## config.mk

```make
export PLATFORM = sky130hd
export DESIGN_NAME = booth_mac_ctrl
export DESIGN_NICKNAME = d
export VERILOG_FILES = /design/src/rtl/booth_pkg.sv /design/src/rtl/booth_mac_acc.sv /design/src/rtl/booth_mac_ctrl.sv
export SDC_FILE = /design/constraint.sdc
export NUM_CORES = 1
export LEC_CHECK = 0
export CAP_MARGIN = 20
export CORE_UTILIZATION = 24
export DETAILED_ROUTE_END_ITERATION = 10
export SLEW_MARGIN = 0
export SYNTH_ARGS = -nofsm -noshare
export SYNTH_HDL_FRONTEND = slang
export SYNTH_SLANG_ARGS = --single-unit
```

## constraint.sdc

```tcl
create_clock -name clk -period 3 [get_ports clk]
set_input_delay 0.45 -clock clk [delete_from_list [all_inputs] [get_ports clk]]
set_output_delay 0.45 -clock clk [all_outputs]
set_load 0.005 [all_outputs]
```

## src/rtl/booth_pkg.sv

```systemverilog
// Shared types and helpers for the Booth multiply-accumulate controller:
// FSM state encoding, operand/product widths and product sign extension.
package booth_pkg;

  localparam int OP_W   = 4;
  localparam int PROD_W = 8;

  typedef enum logic [2:0] {
    IDLE  = 3'd0,
    START = 3'd1,
    ARM   = 3'd2,
    WAIT  = 3'd3,
    ACCUM = 3'd4,
    OUT   = 3'd5
  } state_e;

  // Callers narrow the 32-bit result to their own accumulator width.
  function automatic logic [31:0] sext_prod(input logic [PROD_W-1:0] p);
    return {{(32-PROD_W){p[PROD_W-1]}}, p};
  endfunction

endpackage

```

## src/rtl/booth_mac_acc.sv

```systemverilog
// Signed accumulator with sticky overflow detection.
// Optional clamping on overflow is enabled with BOOTH_MAC_SAT_EN; otherwise the sum wraps.
module booth_mac_acc
  import booth_pkg::*;
#(
  parameter int ACC_W = 12
) (
  input  logic              clk,
  input  logic              rst,
  input  logic              clr_i,
  input  logic              en_i,
  input  logic [PROD_W-1:0] product_i,
  output logic [ACC_W-1:0]  acc_o,
  output logic              ovf_o
);

  logic [ACC_W-1:0] acc_q, acc_d;
  logic             ovf_q, ovf_d;
  logic [ACC_W:0]   prod_ext;
  logic [ACC_W:0]   sum;
  logic             sum_ovf;

`ifdef BOOTH_MAC_SAT_EN
  localparam logic [ACC_W-1:0] SAT_MAX = {1'b0, {(ACC_W-1){1'b1}}};
  localparam logic [ACC_W-1:0] SAT_MIN = {1'b1, {(ACC_W-1){1'b0}}};
`endif

  // One guard bit: the top two bits disagree exactly when the sum leaves the signed ACC_W range.
  assign prod_ext = (ACC_W+1)'(sext_prod(product_i));
  assign sum      = {acc_q[ACC_W-1], acc_q} + prod_ext;
  assign sum_ovf  = sum[ACC_W] ^ sum[ACC_W-1];

  always_comb begin
    acc_d = acc_q;
    ovf_d = ovf_q;
    if (clr_i) begin
      acc_d = '0;
      ovf_d = 1'b0;
    end else if (en_i) begin
      ovf_d = ovf_q | sum_ovf;
`ifdef BOOTH_MAC_SAT_EN
      if (sum_ovf) begin
        acc_d = sum[ACC_W] ? SAT_MIN : SAT_MAX;
      end else begin
        acc_d = sum[ACC_W-1:0];
      end
`else
      acc_d = sum[ACC_W-1:0];
`endif
    end
  end

  always_ff @(posedge clk or posedge rst) begin
    if (rst) begin
      acc_q <= '0;
      ovf_q <= 1'b0;
    end else begin
      acc_q <= acc_d;
      ovf_q <= ovf_d;
    end
  end

  assign acc_o = acc_q;
  assign ovf_o = ovf_q;

endmodule

```

## src/rtl/booth_mac_ctrl.sv

```systemverilog
// Sequencer around a 4-bit Booth multiplier: accepts operand pairs, runs the multiplier,
// accumulates products per group and hands the sum downstream. Saturation: BOOTH_MAC_SAT_EN.
module booth_mac_ctrl
  import booth_pkg::*;
#(
  parameter int ACC_W = 12,
  parameter int CNT_W = 8
) (
  input  logic              clk,
  input  logic              rst,
  input  logic              in_valid,
  output logic              in_ready,
  input  logic [OP_W-1:0]   in_multiplier,
  input  logic [OP_W-1:0]   in_multiplicand,
  input  logic              in_last,
  output logic              mul_start,
  output logic [OP_W-1:0]   mul_multiplier,
  output logic [OP_W-1:0]   mul_multiplicand,
  input  logic              mul_busy,
  input  logic [PROD_W-1:0] mul_product,
  output logic              acc_valid,
  input  logic              acc_ready,
  output logic [ACC_W-1:0]  acc_out,
  output logic [CNT_W-1:0]  acc_count,
  output logic              acc_ovf
);

  state_e            state_q;
  logic              in_ready_q;
  logic              mul_start_q;
  logic              acc_valid_q;
  logic [OP_W-1:0]   mplier_q;
  logic [OP_W-1:0]   mcand_q;
  logic              last_q;
  logic [PROD_W-1:0] prod_q;
  logic [CNT_W-1:0]  count_q;
  logic              acc_en;
  logic              acc_clr;

  // in_ready_q stays low while reset is held and rises on the first edge after release.
  always_ff @(posedge clk or posedge rst) begin
    if (rst) begin
      state_q     <= IDLE;
      in_ready_q  <= 1'b0;
      mul_start_q <= 1'b0;
      acc_valid_q <= 1'b0;
      mplier_q    <= '0;
      mcand_q     <= '0;
      last_q      <= 1'b0;
      prod_q      <= '0;
      count_q     <= '0;
    end else begin
      case (state_q)
        IDLE: begin
          in_ready_q <= 1'b1;
          if (in_valid && in_ready_q) begin
            mplier_q    <= in_multiplier;
            mcand_q     <= in_multiplicand;
            last_q      <= in_last;
            in_ready_q  <= 1'b0;
            mul_start_q <= 1'b1;
            state_q     <= START;
          end
        end
        START: begin
          mul_start_q <= 1'b0;
          state_q     <= ARM;
        end
        ARM: begin
          // The multiplier may not have raised busy yet, so it is not trusted this cycle.
          state_q <= WAIT;
        end
        WAIT: begin
          if (!mul_busy) begin
            prod_q  <= mul_product;
            state_q <= ACCUM;
          end
        end
        ACCUM: begin
          count_q <= count_q + CNT_W'(1);
          if (last_q) begin
            acc_valid_q <= 1'b1;
            state_q     <= OUT;
          end else begin
            in_ready_q <= 1'b1;
            state_q    <= IDLE;
          end
        end
        OUT: begin
          if (acc_ready) begin
            acc_valid_q <= 1'b0;
            count_q     <= '0;
            in_ready_q  <= 1'b1;
            state_q     <= IDLE;
          end
        end
        default: begin
          in_ready_q  <= 1'b0;
          mul_start_q <= 1'b0;
          acc_valid_q <= 1'b0;
          state_q     <= IDLE;
        end
      endcase
    end
  end

  assign acc_en  = (state_q == ACCUM);
  assign acc_clr = (state_q == OUT) && acc_ready;

  booth_mac_acc #(
    .ACC_W(ACC_W)
  ) u_acc (
    .clk      (clk),
    .rst      (rst),
    .clr_i    (acc_clr),
    .en_i     (acc_en),
    .product_i(prod_q),
    .acc_o    (acc_out),
    .ovf_o    (acc_ovf)
  );

  assign in_ready         = in_ready_q;
  assign mul_start        = mul_start_q;
  assign mul_multiplier   = mplier_q;
  assign mul_multiplicand = mcand_q;
  assign acc_valid        = acc_valid_q;
  assign acc_count        = count_q;

endmodule
```

Yosys cells after proc, flatten, opt, wreduce, memory -nomap -nowiden
Index checks and enable logic that the tools add are counted.
- register bits after elaboration: 44
- bits of input ports: 22
- output and inout bits: 32
- word-level logic and storage cells: 64
- add/subtract/negate cells: 2
- equal/unequal tests: 10
- multiplexer cells: 20
- bitwise logic cells: 6
- reduce and logical (&&, ||, !) cells: 15
- operator list (kind ; number):
    $mux 12 ; 2
    $pmux 3 s6 ; 1
    $pmux 8 s2 ; 1
    $add 12x8->13 ; 1
    $mux 3 ; 4
    $ne 2x2->1 const B ; 5
    $reduce_and 3->1 ; 3
    $add 8x1->8 const B ; 1
    $mux 1 ; 8
    $mux 8 ; 1
    $reduce_and 2->1 ; 4
    $reduce_or 4->1 ; 2
    $eq 3x2->1 const B ; 2
    $eq 3x3->1 const B ; 2
    $not 1->1 ; 4
    $pmux 1 s4 ; 1
    $reduce_bool 2->1 ; 2
    $eq 3x1->1 const B ; 1
    $logic_not 3->1 ; 1
    $pmux 1 s3 ; 1
    $reduce_or 3->1 ; 1
    $logic_and 1x1->1 ; 2
    $pmux 1 s2 ; 1
    $or 1x1->1 ; 1
    $xor 1x1->1 ; 1

Longest topological paths before layout
- depth after elaboration: 5
- depth in mapped cells: 9

By module
Synthesis repeated with hierarchy kept, for this count alone.
- cell total of the unflattened synthesis: 247
- area, all modules: 2553.7 µm²
- by module, submodules not included (module ; instances ; cells each ; area an instance (µm²)):
    booth_mac_ctrl ; 1 ; 122 ; 1415.1
    booth_mac_acc ; 1 ; 125 ; 1138.6

Worst setup path after synthesis
Ideal clock, no wire load.
- path type: register -> register
- from: register u_acc.acc_q[0], in the netlist u_acc.acc_o[0]
- to: register u_acc.acc_q[10], in the netlist u_acc.acc_o[10]
- arrival: 2.077 ns
- required time: 2.878 ns
- slack: 0.801 ns
- stages on the path, launching flop included: 10
- clock period less this slack: 2.199 ns
- path through: dfrtp_1 > ha_1 > inv_1 > fa_1 > nand2b_1 > a211oi_1 > o211ai_1 > a21oi_1 > o21ai_0 > a32o_1
- word-level cells in the longest chain between the ends: 3
- RTL lines (element ; line ; source):
    start: declaration ; booth_mac_acc.sv:17 ; logic [ACC_W-1:0] acc_q, acc_d;
    start signal: assignment ; booth_mac_acc.sv:55 ; acc_q <= '0;
    start signal: assignment ; booth_mac_acc.sv:58 ; acc_q <= acc_d;
    $add 12x8->13 ; booth_mac_acc.sv:30 ; assign sum = {acc_q[ACC_W-1], acc_q} + prod_ext;
    $mux 12 ; booth_mac_acc.sv:39 ; end else if (en_i) begin
    $mux 12 ; booth_mac_acc.sv:36 ; if (clr_i) begin
No other way between the ends. The select of a mux whose other input is x is not followed.
A chain may end at the register's enable or synchronous reset.

Worst setup path in the final report
Ends and elaborated chain as after synthesis.

==> metrics.cfg <==
[worst_setup_path]
startpoint = u_acc.acc_o[0]$_DFFE_PP0P_
rr_startpoint = u_acc.acc_o[0]$_DFFE_PP0P_
slowest_delay_ns = 0.39
crit_slowest_cell = dfrtp_1
crit_chain = ha_1, inv_1, fa_1, nand2b_1, a211oi_1, o211ai_1, a21oi_1, o21ai_0, a32o_1
cp_max_fo = 3
cp.arrival_ns = 2.58
critical_path_class = flop to flop
crit_required_ns = 3.18
worstSetupEndpointType = flop
start_kind = flop

[grt]
grt_overflow = 0
antenna_found_initial = 0
grt_max_degree = 45
grt_pass1_wl_um = 8470
grt_pass1_vias = 1898
track_usage = 0.104

[yosys]
yosysUniqueCellTypes = 40
synth_xor_area_frac = 0.0518
muxShareOfSynthArea = 0.0761
yosysWarnings = 0
synth_top_family_by_area = compound AO/OA/AOI/OAI gates
synth_top_flop_cell = dfrtp_1
async_flop_share = 1.00
syn_area_um2 = 2370
synthesis.instances = 226
synthAdderAreaFrac = 0.0772
ys_seq_area_frac = 0.465
syn_avg_cell_area_um2 = 10.5
synth_compound_area_frac = 0.153
synth_edf_count = 0
synth_fp_nets = 262
yosys.area_share.simple = 0.152
synth-seq-cells = 44

[pwr]
switchingPower_uw = 1350
seqPwrFrac = 0.334
p_per_area_nw_per_um2 = 1090
peakVddDrop_uv = 306
pwr-share-comb = 0.553
clockPowerShare = 0.113
p_leak_uw = 0.00132
p_int_uw = 2080
p_sw_frac = 0.393

[drt]
drc = 0
initialDrtViolationCount = 45
drt_pass1_iterations = 4
drt_wl_total_um = 5110
vias_per_cell = 4.55
wire_per_inst_um = 12.4
ant_nets = 0
via_count = 1878

[sta]
tns_ns = 0
min_period_ns = 2.39
whs_ns = 0.334
tightest_slew_ns = 0.435
skew_ns = 0.0110
period_share = 0.797
rsz0062_at_grt = no
finalSetupViolCount = 0
max_freq_mhz = 418
hold_violations = 0
timing.slew.headroom = 0.702
finalMaxSlewViolations = 0

[placed_design]
dpl.hpwl_um = 3700
place.gp.congestion = 0.860
port_buffers = 53

[cells_and_area]
area_growth_pct = 33.4
drive_gt1_frac = 0.127
final_cell_mix = clkdlybuf4s50_1 (53), dfrtp_1 (44), nor2_1 (19)
final_common_cell = clkdlybuf4s50_1
antenna_cells = 0
fin_nets = 319

[die]
die_height_um = 101
start_util = 0.251
ios = 54
die_area_um2 = 10300
row_count = 35
coreArea_um2 = 9420
die_w_um = 101

[clocking]
clock_path_buffers = 2
cts_max_level = 2
post_cts_buffers = 0
cts_buffers = 5
cts.clk_slew.worst_paths_ns = 0.10
ctsRootBufferMaster = clkbuf_8
cts_tree = built
cts_resized = 0
clock-sinks = 44
ctsHoldBuffers = 0
clkLatencyLatePin_ns = 0.30

[min_path]
hp-class = input port to async pin

[run_status]
status = finished, final reports clean

[run]
maxCapViolations = 0

critical path: cells and delay by family, from the launching register on:
family / cells / cell delay (ns)
compound gates: 5 / 1.00
fa+ha+maj: 2 / 0.61
buf+inv: 1 / 0.08
flops: 1 / 0.39
simple gates: 1 / 0.19
kinds of logic after synthesis:
| kind of cell | count (synthesis) |
|---|---|
| simple gates | 68 |
| flops | 44 |
| fa+ha+maj | 14 |
| xor+xnor | 14 |
| mux | 16 |
| compound gates | 56 |
| buf+inv | 14 |
stage by stage:
step / area (um2) / setup WS [ns] / power [uW] / std cells / utilization
2_1_floorplan: 2370 / 0.801 / 2380 / 226 / -
3_3_place_gp: 3050 / 0.706 / 3040 / 404 / 0.323
3_5_place_dp: 3050 / 0.614 / 3060 / 404 / 0.323
4_1_cts: 3140 / 0.589 / 3460 / 412 / 0.333
5_1_grt: 3160 / 0.335 / 3750 / 413 / 0.335
6_report: 3160 / 0.608 / 3430 / 413 / 0.335
Yosys cell counts, types with 2 or more instances:
cell type   n  share of area
nor2b_1     6          0.016
a32o_1      2         0.0085
buf_2       5          0.011
o22ai_1     4          0.011
o211ai_1    2         0.0063
a211oi_1    2         0.0063
dfrtp_1    44           0.47
a21o_1      3         0.0095
ha_1       13          0.069
a22o_1      2         0.0074
nor3_2      3          0.013
a21oi_1    15          0.032
nand2_1    18          0.029
nand3_1     3         0.0063
o21bai_1    2         0.0063
nor2_1     19          0.030
nand2b_1    6          0.016
o21ai_0    17          0.036
nand4_1     2         0.0053
and3_1      2         0.0053
inv_1       8          0.013
nor3_1      3         0.0063
xnor2_1     6          0.022
xor2_1      8          0.030
mux2_2     16          0.076
worst paths after layout:
path                                                    end  slack, ns  cells after the start
min in group clk                      prod_q[2]$_DFFE_PP0P_       0.52                      1
worst min register to register        prod_q[2]$_DFFE_PP0P_       0.52                      1
worst min-delay path                  prod_q[5]$_DFFE_PP0P_       0.33                      2
worst max-delay path            u_acc.acc_o[10]$_DFFE_PP0P_       0.61                      9
worst max register to register  u_acc.acc_o[10]$_DFFE_PP0P_       0.61                      9
max in group asynchronous       u_acc.acc_o[10]$_DFFE_PP0P_       2.25                      3
sequential cells by signal (all words and copies together), names as in the netlist:
signal            count
last_q                1
acc_valid             1
acc_count             8
u_acc.acc_o          12
mul_start             1
in_ready              1
prod_q                8
u_acc.ovf_o           1
state_q               3
mul_multiplicand      4
mul_multiplier        4
layout make-up:
class,count,area (um2)
Inverter,8,30.0
Timing Repair Buffer,56,566
Clock buffer,5,68.8
Fill cell,948,6260
Sequential cell,44,1100
Clock inverter,3,23.8
Multi-Input combinational cell,168,1210
Tap cell,129,161
metal layers:
layer | up-vias | GRT usage | routed length [um]
li1 | 921 | - | -
met1 | 901 | 0.127 | 2430
met2 | 45 | 0.171 | 2280
met3 | 11 | 0.0207 | 232
met4 | 0 | 0.0613 | 164
met5 | - | 0 | 0
power groups by stage:
stage	Sequential (uW)	Clock (uW)	Combinational, uW
detailed placement	1160	0	1900
CTS	1150	402	1910
global placement	1160	0	1880
finish	1150	387	1900
floorplan	1080	0	1300
global route	1190	424	2140
Note: power is estimated with default switching activity, not from simulation.
